File: config.mk
export PLATFORM = sky130hd
export DESIGN_NAME = mc_controller
export DESIGN_NICKNAME = d
export VERILOG_FILES = /design/src/rtl/mc_controller.sv
export SDC_FILE = /design/constraint.sdc
export NUM_CORES = 1
export LEC_CHECK = 0
export BUFFER_PORTS_ARGS = -buffer_cell sky130_fd_sc_hd__buf_2
export CAP_MARGIN = 20
export CORE_MARGIN = 2
export CORE_UTILIZATION = 30
export CTS_BUF_LIST = sky130_fd_sc_hd__clkbuf_8
export DETAILED_ROUTE_END_ITERATION = 7
export PLACE_DENSITY = 0.54
export SLEW_MARGIN = 10
export SYNTH_ARGS = -nofsm -noshare
export SYNTH_HDL_FRONTEND = slang
export SYNTH_SLANG_ARGS = --single-unit
File: constraint.sdc
create_clock -name clk -period 1.7 [get_ports clk]
set_input_delay 0.255 -clock clk [delete_from_list [all_inputs] [get_ports clk]]
set_output_delay 0.255 -clock clk [all_outputs]
set_load 0.03 [all_outputs]
File: src/rtl/mc_controller.sv
// Multicycle RV32I control sequencer with memory-ready stall handshake.
// Moore FSM drives datapath selects; aludec turns ALUOp into ALUControl.
module aludec (
  input  logic       op5,
  input  logic [2:0] funct3,
  input  logic       funct7b5,
  input  logic [1:0] aluop,
  output logic [2:0] alucontrol
);

  logic rsub;

  assign rsub = op5 & funct7b5;

  always_comb begin
    alucontrol = 3'b000;
    case (aluop)
      2'b00: alucontrol = 3'b000;
      2'b01: alucontrol = 3'b001;
      default: begin
        case (funct3)
          3'b000:  alucontrol = rsub ? 3'b001 : 3'b000;
          3'b010:  alucontrol = 3'b101;
          3'b110:  alucontrol = 3'b011;
          3'b111:  alucontrol = 3'b010;
          default: alucontrol = 3'b000;
        endcase
      end
    endcase
  end

endmodule

module mc_controller #(
  parameter bit MEM_HANDSHAKE = 1'b1
) (
  input  logic       clk,
  input  logic       reset,
  input  logic [6:0] op,
  input  logic [2:0] funct3,
  input  logic       funct7b5,
  input  logic       Zero,
  input  logic       MemReady,
  output logic       PCWrite,
  output logic       AdrSrc,
  output logic       MemWrite,
  output logic       IRWrite,
  output logic [1:0] ResultSrc,
  output logic [1:0] ALUSrcA,
  output logic [1:0] ALUSrcB,
  output logic       RegWrite,
  output logic [2:0] ImmSrc,
  output logic [2:0] ALUControl,
  output logic       IllegalOp
);

  localparam logic [3:0] S_FETCH  = 4'd0;
  localparam logic [3:0] S_DECODE = 4'd1;
  localparam logic [3:0] S_MEMADR = 4'd2;
  localparam logic [3:0] S_MEMRD  = 4'd3;
  localparam logic [3:0] S_MEMWB  = 4'd4;
  localparam logic [3:0] S_MEMWR  = 4'd5;
  localparam logic [3:0] S_EXECR  = 4'd6;
  localparam logic [3:0] S_EXECI  = 4'd7;
  localparam logic [3:0] S_ALUWB  = 4'd8;
  localparam logic [3:0] S_BRANCH = 4'd9;
  localparam logic [3:0] S_JAL    = 4'd10;

  localparam logic [6:0] OP_LOAD  = 7'b0000011;
  localparam logic [6:0] OP_STORE = 7'b0100011;
  localparam logic [6:0] OP_R     = 7'b0110011;
  localparam logic [6:0] OP_IMM   = 7'b0010011;
  localparam logic [6:0] OP_LUI   = 7'b0110111;
  localparam logic [6:0] OP_BR    = 7'b1100011;
  localparam logic [6:0] OP_JAL   = 7'b1101111;

  logic [3:0] state;
  logic [3:0] state_n;
  logic       ready;
  logic       pcupdate;
  logic       branch;
  logic       irw;
  logic       rw;
  logic       mw;
  logic       ill;
  logic [1:0] aluop;

  assign ready = MEM_HANDSHAKE ? MemReady : 1'b1;

  always_ff @(posedge clk or posedge reset) begin
    if (reset) state <= S_FETCH;
    else       state <= state_n;
  end

  always_comb begin
    state_n = S_FETCH;
    case (state)
      S_FETCH:  state_n = ready ? S_DECODE : S_FETCH;
      S_DECODE: begin
        case (op)
          OP_LOAD, OP_STORE: state_n = S_MEMADR;
          OP_R:              state_n = S_EXECR;
          OP_IMM, OP_LUI:    state_n = S_EXECI;
          OP_BR:             state_n = S_BRANCH;
          OP_JAL:            state_n = S_JAL;
          default:           state_n = S_FETCH;
        endcase
      end
      S_MEMADR: state_n = op[5] ? S_MEMWR : S_MEMRD;
      S_MEMRD:  state_n = ready ? S_MEMWB : S_MEMRD;
      S_MEMWB:  state_n = S_FETCH;
      S_MEMWR:  state_n = ready ? S_FETCH : S_MEMWR;
      S_EXECR:  state_n = S_ALUWB;
      S_EXECI:  state_n = S_ALUWB;
      S_ALUWB:  state_n = S_FETCH;
      S_BRANCH: state_n = S_FETCH;
      S_JAL:    state_n = S_ALUWB;
      default:  state_n = S_FETCH;
    endcase
  end

  always_comb begin
    AdrSrc    = 1'b0;
    mw        = 1'b0;
    irw       = 1'b0;
    ResultSrc = 2'b00;
    ALUSrcA   = 2'b00;
    ALUSrcB   = 2'b00;
    rw        = 1'b0;
    aluop     = 2'b00;
    pcupdate  = 1'b0;
    branch    = 1'b0;
    ill       = 1'b0;
    case (state)
      S_FETCH: begin
        ALUSrcB   = 2'b10;
        ResultSrc = 2'b10;
        irw       = ready;
        pcupdate  = ready;
      end
      S_DECODE: begin
        ALUSrcA = 2'b01;
        ALUSrcB = 2'b01;
        case (op)
          OP_LOAD, OP_STORE, OP_R, OP_IMM,
          OP_LUI, OP_BR, OP_JAL: ill = 1'b0;
          default:              ill = 1'b1;
        endcase
      end
      S_MEMADR: begin
        ALUSrcA = 2'b10;
        ALUSrcB = 2'b01;
      end
      S_MEMRD: AdrSrc = 1'b1;
      S_MEMWB: begin
        ResultSrc = 2'b01;
        rw        = 1'b1;
      end
      S_MEMWR: begin
        AdrSrc = 1'b1;
        mw     = 1'b1;
      end
      S_EXECR: begin
        ALUSrcA = 2'b10;
        aluop   = 2'b10;
      end
      S_EXECI: begin
        ALUSrcB = 2'b01;
        // lui adds the U-immediate to a forced zero operand
        if (op == OP_LUI) begin
          ALUSrcA = 2'b11;
          aluop   = 2'b00;
        end else begin
          ALUSrcA = 2'b10;
          aluop   = 2'b10;
        end
      end
      S_ALUWB: rw = 1'b1;
      S_BRANCH: begin
        ALUSrcA = 2'b10;
        aluop   = 2'b01;
        branch  = 1'b1;
      end
      S_JAL: begin
        ALUSrcA  = 2'b01;
        ALUSrcB  = 2'b10;
        pcupdate = 1'b1;
      end
      default: begin
        ALUSrcB   = 2'b10;
        ResultSrc = 2'b10;
      end
    endcase
  end

  always_comb begin
    ImmSrc = 3'b000;
    case (op)
      OP_STORE: ImmSrc = 3'b001;
      OP_BR:    ImmSrc = 3'b010;
      OP_JAL:   ImmSrc = 3'b011;
      OP_LUI:   ImmSrc = 3'b100;
      default:  ImmSrc = 3'b000;
    endcase
  end

  aludec u_aludec (
    .op5        (op[5]),
    .funct3     (funct3),
    .funct7b5   (funct7b5),
    .aluop      (aluop),
    .alucontrol (ALUControl)
  );

  // enables are gated so nothing writes while reset is held
  assign PCWrite   = ~reset & (pcupdate | (branch & (Zero ^ funct3[0])));
  assign IRWrite   = ~reset & irw;
  assign RegWrite  = ~reset & rw;
  assign MemWrite  = ~reset & mw;
  assign IllegalOp = ~reset & ill;

endmodule

==> impl_metrics.json, run 1 <==
{
  "leakagePower_nw": 0.576,
  "antenna_cells": 0,
  "firstDrtPassIters": 4,
  "rsz0062_at_grt": "yes",
  "vias_per_cell": 5.41,
  "dp_slack_ns": -0.0197,
  "postSynthCellCount": 94,
  "fin_ws_ns": -0.0659,
  "wirelength_mm": 2.67,
  "ant_nets": 0,
  "cts_root_buf": "clkbuf_8",
  "fin_util": 0.663,
  "grt_pass1_wl_mm": 4.09,
  "slew_headroom": 0.755,
  "synthTopCellsByArea": "dfrtp_1 (15%), nand2_1 (7.5%), nor3_1 (4.6%)",
  "initial_utilization": 0.325,
  "end_kind": "primary output",
  "ys_ff_latch": 4,
  "ys.flop_type": "dfrtp_1",
  "path_class": "flip-flop to primary output",
  "clk_pin_slew_ns": 0.04,
  "core_mm2": 0.00200,
  "fin_area_mm2": 0.00133,
  "violations": "setup timing",
  "vias": 990,
  "numPlacedInstances": 171,
  "setup_viol_count_final": 5,
  "largest_register": "state",
  "status": "complete, but fails checks",
  "tightest_slew_ns": 0.365,
  "port_buffers": 32,
  "hp-class": "input pin to flip-flop",
  "synth_fp_nets": 109,
  "area_growth_pct": 104,
  "synth_edf_count": 0,
  "cts_tree": "built",
  "synth_cell_types": 39,
  "worstPathRequired_ns": 1.44,
  "grt_max_degree": 13,
  "worstPathMaxFanout": 4,
  "final-max-slew-violation-count": 0,
  "ys_seq_area_frac": 0.154,
  "ios": 33,
  "syn-cell-area_um2": 651,
  "grt-ovfl-total": 0,
  "largest_reg_flops": 4,
  "layout.cells.non_filler": 183,
  "ir_worst_vdd_uv": 537,
  "grt_use_met3": 0.0298,
  "critPathLaunchType": "flip-flop",
  "hold_violations": 0,
  "fmax_ghz": 0.566,
  "grt_pass1_vias": 884,
  "top_usage_layer": "met2",
  "use_met1": 0.269,
  "powerDensity_mw_per_mm2": 578,
  "final_cell_mix": "buf_4 (36), buf_2 (20), nand2_1 (12)",
  "drc_errors": 0,
  "clock_latency_ns": 0.23,
  "dp_hpwl_mm": 1.85,
  "p_total_uw": 766,
  "grt_use_met2": 0.351,
  "synthArstFlopShare": 1.00,
  "ys_warn_count": 0,
  "rows": 16,
  "fill_cells": 165,
  "die_h_um": 50.6,
  "worstPathArrival_ns": 1.51,
  "route.detailed.wl_per_inst_um": 14.6,
  "clock_sinks": 4,
  "clock_skew_ns": 0.00951,
  "drive_above_1_share": 0.590,
  "fin_crit_ns": 1.77,
  "die_w_um": 50.6,
  "numCtsBuffers": 3,
  "layout_commonest_cell": "buf_4",
  "reg.largest.list": "state: 4 flops",
  "gp_routability_congestion": 0.837,
  "clk_path_buf_depth": 2,
  "nets": 173,
  "grt.total_usage": 0.209,
  "drt_iter0_drc": 18,
  "avgSynthCellArea_um2": 6.92,
  "fin_crit_sh": 1.04,
  "cap_violations": 0,
  "register_area_um2": 103,
  "htree_levels": 1,
  "die_area_mm2": 0.00256,
  "placed_area_mm2": 0.00105,
  "synth_top_area_share": 0.154,
  "yosysTopAreaCell": "dfrtp_1",
  "antenna_found_initial": 0,
  "multi_input_area_um2": 664
}
-- path summary, 6_finish.rpt --
| check | end | cells past startpoint | slack [ns] | start |
|---|---|---|---|---|
| min | state[1] | 4 | 0.42 | MemReady |
| min in group asynchronous | state[3] | 3 | 0.61 | reset |
| max in group asynchronous | state[2] | 3 | 0.93 | reset |
| max reg2reg | state[2] | 4 | 0.23 | state[2] |
| min reg2reg | state[1] | 4 | 0.81 | state[3] |
| max | RegWrite | 5 | -0.07 | state[3] |
-- area by class of cell --
cell class                      instances  area share
Multi-Input combinational cell         79       0.501
Sequential cell                         4      0.0774
Inverter                                6      0.0170
Timing Repair Buffer                   64       0.348
Tap cell                               27      0.0255
Clock buffer                            3      0.0311
-- metal layers --
layer / vias up / wire (um)
li1: 481 / -
met1: 478 / 1170
met2: 26 / 1360
met3: 5 / 112
met4: 0 / 27
met5: - / 0
-- Yosys cell counts (3+ instances only) --
master    count
o21ai_0       4
a21oi_1       4
nand2b_1      4
nor3_1        6
nor2_1        8
inv_1         6
clkbuf_1      3
nand2_1      13
xnor2_1       3
nor4_1        3
dfrtp_1       4
-- timing repair --
action	CTS	global route
resized for setup	30	14
hold endpoints to repair	2	0
cloned	0	0
endpoints found under the setup margin	10	13
hold buffers	2	0
buffers inserted	2	5
pin swaps	3	1
-- critical path, stage by stage (launching register included) --
cell       delay, ns
dfrtp_1         0.41
inv_1           0.11
buf_6           0.12
nand2_2         0.09
a2111oi_4       0.34
buf_4           0.21
-- per-stage QoR --
| stage | hold slack (ns) | setup TNS, ns |
|---|---|---|
| floorplan | 0.0265 | -0.149 |
| global placement | 0.230 | -0.0347 |
| detailed placement | 0.229 | -0.0364 |
| CTS | 0.433 | -0.167 |
| global route | 0.494 | -0.648 |
| finish | 0.422 | -0.225 |
-- report_power, final --
group	switching, mW	total (mW)	internal (mW)
registers	0.0121	0.115	0.103
clock network	0.0601	0.212	0.152
logic	0.239	0.439	0.200
total	0.311	0.766	0.455
-- logic make-up (layout without fill, tap and decap cells) --
logic type / after synthesis / in the layout / synth area share
and+or+nand+nor: 49 / 49 / 0.400
AOI/OAI and AO/OA: 25 / 25 / 0.298
buffers and inverters: 11 / 73 / 0.0769
DFF: 4 / 4 / 0.154
xor gates and xnor gates: 3 / 3 / 0.0404
muxes: 2 / 2 / 0.0308
No activity file was read; power rests on OpenSTA's default activity.
==> run 2, diff against run 1 <==
--- a/config.mk
+++ b/config.mk
@@ -9,7 +9,7 @@
 export CAP_MARGIN = 20
 export CORE_MARGIN = 2
 export CORE_UTILIZATION = 30
-export CTS_BUF_LIST = sky130_fd_sc_hd__clkbuf_8
+export CTS_BUF_LIST = sky130_fd_sc_hd__clkbuf_2 sky130_fd_sc_hd__clkbuf_4 sky130_fd_sc_hd__clkbuf_8
 export DETAILED_ROUTE_END_ITERATION = 7
 export PLACE_DENSITY = 0.54
 export SLEW_MARGIN = 10
==> impl_metrics.json, run 2 (same netlist as run 1, synthesis figures left out) <==
{
  "grt-ovfl-total": 0,
  "worstPathRequired_ns": 1.44,
  "vias_per_cell": 5.49,
  "powerDensity_mw_per_mm2": 516,
  "clock_skew_ns": 0.0116,
  "tightest_slew_ns": 0.381,
  "clkPwrFrac": 0.180,
  "worstPathMaxFanout": 4,
  "ff2ff_path_depth": 4,
  "gp_routability_congestion": 0.837,
  "htree_levels": 1,
  "port_buffers": 32,
  "end_kind": "primary output",
  "cap_violations": 0,
  "layout_commonest_cell": "buf_4",
  "nets": 171,
  "violations": "setup timing",
  "ir_worst_vdd_uv": 457,
  "ant_nets": 0,
  "grt.total_usage": 0.203,
  "initial_utilization": 0.325,
  "clock_sinks": 4,
  "rsz0062_at_grt": "yes",
  "die_area_mm2": 0.00256,
  "fill_cells": 152,
  "p_int_uw": 395,
  "hold_violations": 0,
  "slew_headroom": 0.744,
  "antenna_cells": 0,
  "worstPathArrival_ns": 1.53,
  "critPathLaunchType": "flip-flop",
  "fin_crit_ns": 1.78,
  "antenna_found_initial": 0,
  "clk_path_buf_depth": 2,
  "area_growth_pct": 110,
  "reg.largest.list": "state: 4 flops",
  "hp-class": "input pin to flip-flop",
  "core_mm2": 0.00200,
  "setup_viol_count_final": 7,
  "dp_hpwl_mm": 1.85,
  "path_class": "flip-flop to primary output",
  "grt_max_degree": 13,
  "power_frac_seq": 0.164,
  "holdPathStages": 4,
  "wirelength_mm": 2.85,
  "fin_ws_ns": -0.0822,
  "final_cell_mix": "buf_4 (34), buf_2 (18), nand2_1 (11)",
  "drive_above_1_share": 0.617,
  "status": "complete, but fails checks",
  "die_h_um": 50.6,
  "rows": 16,
  "route.detailed.wl_per_inst_um": 15.7,
  "largest_register": "state",
  "fin_crit_sh": 1.05,
  "largest_reg_flops": 4,
  "grt_pass1_vias": 872,
  "firstDrtPassIters": 4,
  "clk_pin_slew_ns": 0.04,
  "power.switching_uw": 311,
  "placed_area_mm2": 0.00105,
  "ios": 33,
  "drt_iter0_drc": 14,
  "fmax_ghz": 0.561,
  "cts_tree": "built",
  "p_total_uw": 706,
  "clock_latency_ns": 0.25,
  "numCtsBuffers": 3,
  "vias": 994,
  "leakagePower_nw": 0.573,
  "power_frac_comb": 0.656,
  "final-max-slew-violation-count": 0,
  "fin_area_mm2": 0.00137,
  "drc_errors": 0,
  "die_w_um": 50.6,
  "cts_root_buf": "clkbuf_4",
  "grt_pass1_wl_mm": 4.00,
  "switching_share": 0.440
}
-- run 2: cell count changes in the layout (fill, tap and decap cells not counted), sizes merged --
cell,previous run,this run
dlygate4sd3,2,1
buf,62,61
-- run 2: metal layers --
layer  up-vias  GRT usage  wire [um]
met5         -          0          0
met4         0     0.0541         18
met3         4     0.0298        192
met2        43      0.353       1460
met1       473      0.260       1180
li1        474          -          -
-- run 2: per-stage QoR --
stage | TNS [ns] | worst slack (ns) | util | instances | hold slack [ns]
floorplan | -0.149 | -0.105 | - | 94 | 0.0265
global placement | -0.0347 | -0.0236 | 0.526 | 171 | 0.230
detailed placement | -0.0364 | -0.0197 | 0.526 | 171 | 0.229
CTS | -0.442 | -0.0795 | 0.601 | 177 | 0.403
global route | -1.05 | -0.178 | 0.684 | 181 | 0.456
finish | -0.425 | -0.0822 | 0.684 | 181 | 0.398
-- run 2: cell type report --
class / count / area, um2 / share of cell area
well taps: 27 / 33.8 / 0.0247
multi-input cells: 79 / 708 / 0.517
inverters: 6 / 22.5 / 0.0165
flip-flops and latches: 4 / 104 / 0.0759
repair buffers: 62 / 478 / 0.349
clock buffers: 3 / 22.5 / 0.0165
-- run 2: critical path, stage by stage, from the launching register on --
cell and delay (ns):
dfrtp_1 0.41, nand3b_1 0.21, a31oi_4 0.17, inv_2 0.06
o32ai_4 0.25, buf_6 0.16
-- run 2: power groups by stage --
stage | registers, mW | clock network [mW] | logic (mW)
2_1_floorplan | 0.109 | 0 | 0.199
3_3_place_gp | 0.110 | 0 | 0.323
3_5_place_dp | 0.111 | 0 | 0.327
4_1_cts | 0.114 | 0.130 | 0.382
5_1_grt | 0.117 | 0.138 | 0.490
6_report | 0.116 | 0.127 | 0.463
-- run 2: path summary, 6_finish.rpt --
path                       startpoint       endpoint  slack (ns)
max                          state[3]  ALUControl[0]       -0.08
min                          MemReady       state[1]        0.40
min reg2reg                  state[1]       state[3]        0.73
max reg2reg                  state[2]       state[2]        0.20
max in group asynchronous       reset       state[0]        0.91
min in group asynchronous       reset       state[3]        0.59
-- run 2: timing repair --
item                                   CTS  global route
pin swaps                                2             6
resized for setup                       30            31
buffers inserted                         2             4
endpoints found under the hold margin    4             0
hold buffers                             1             0
setup endpoints to repair               12            15
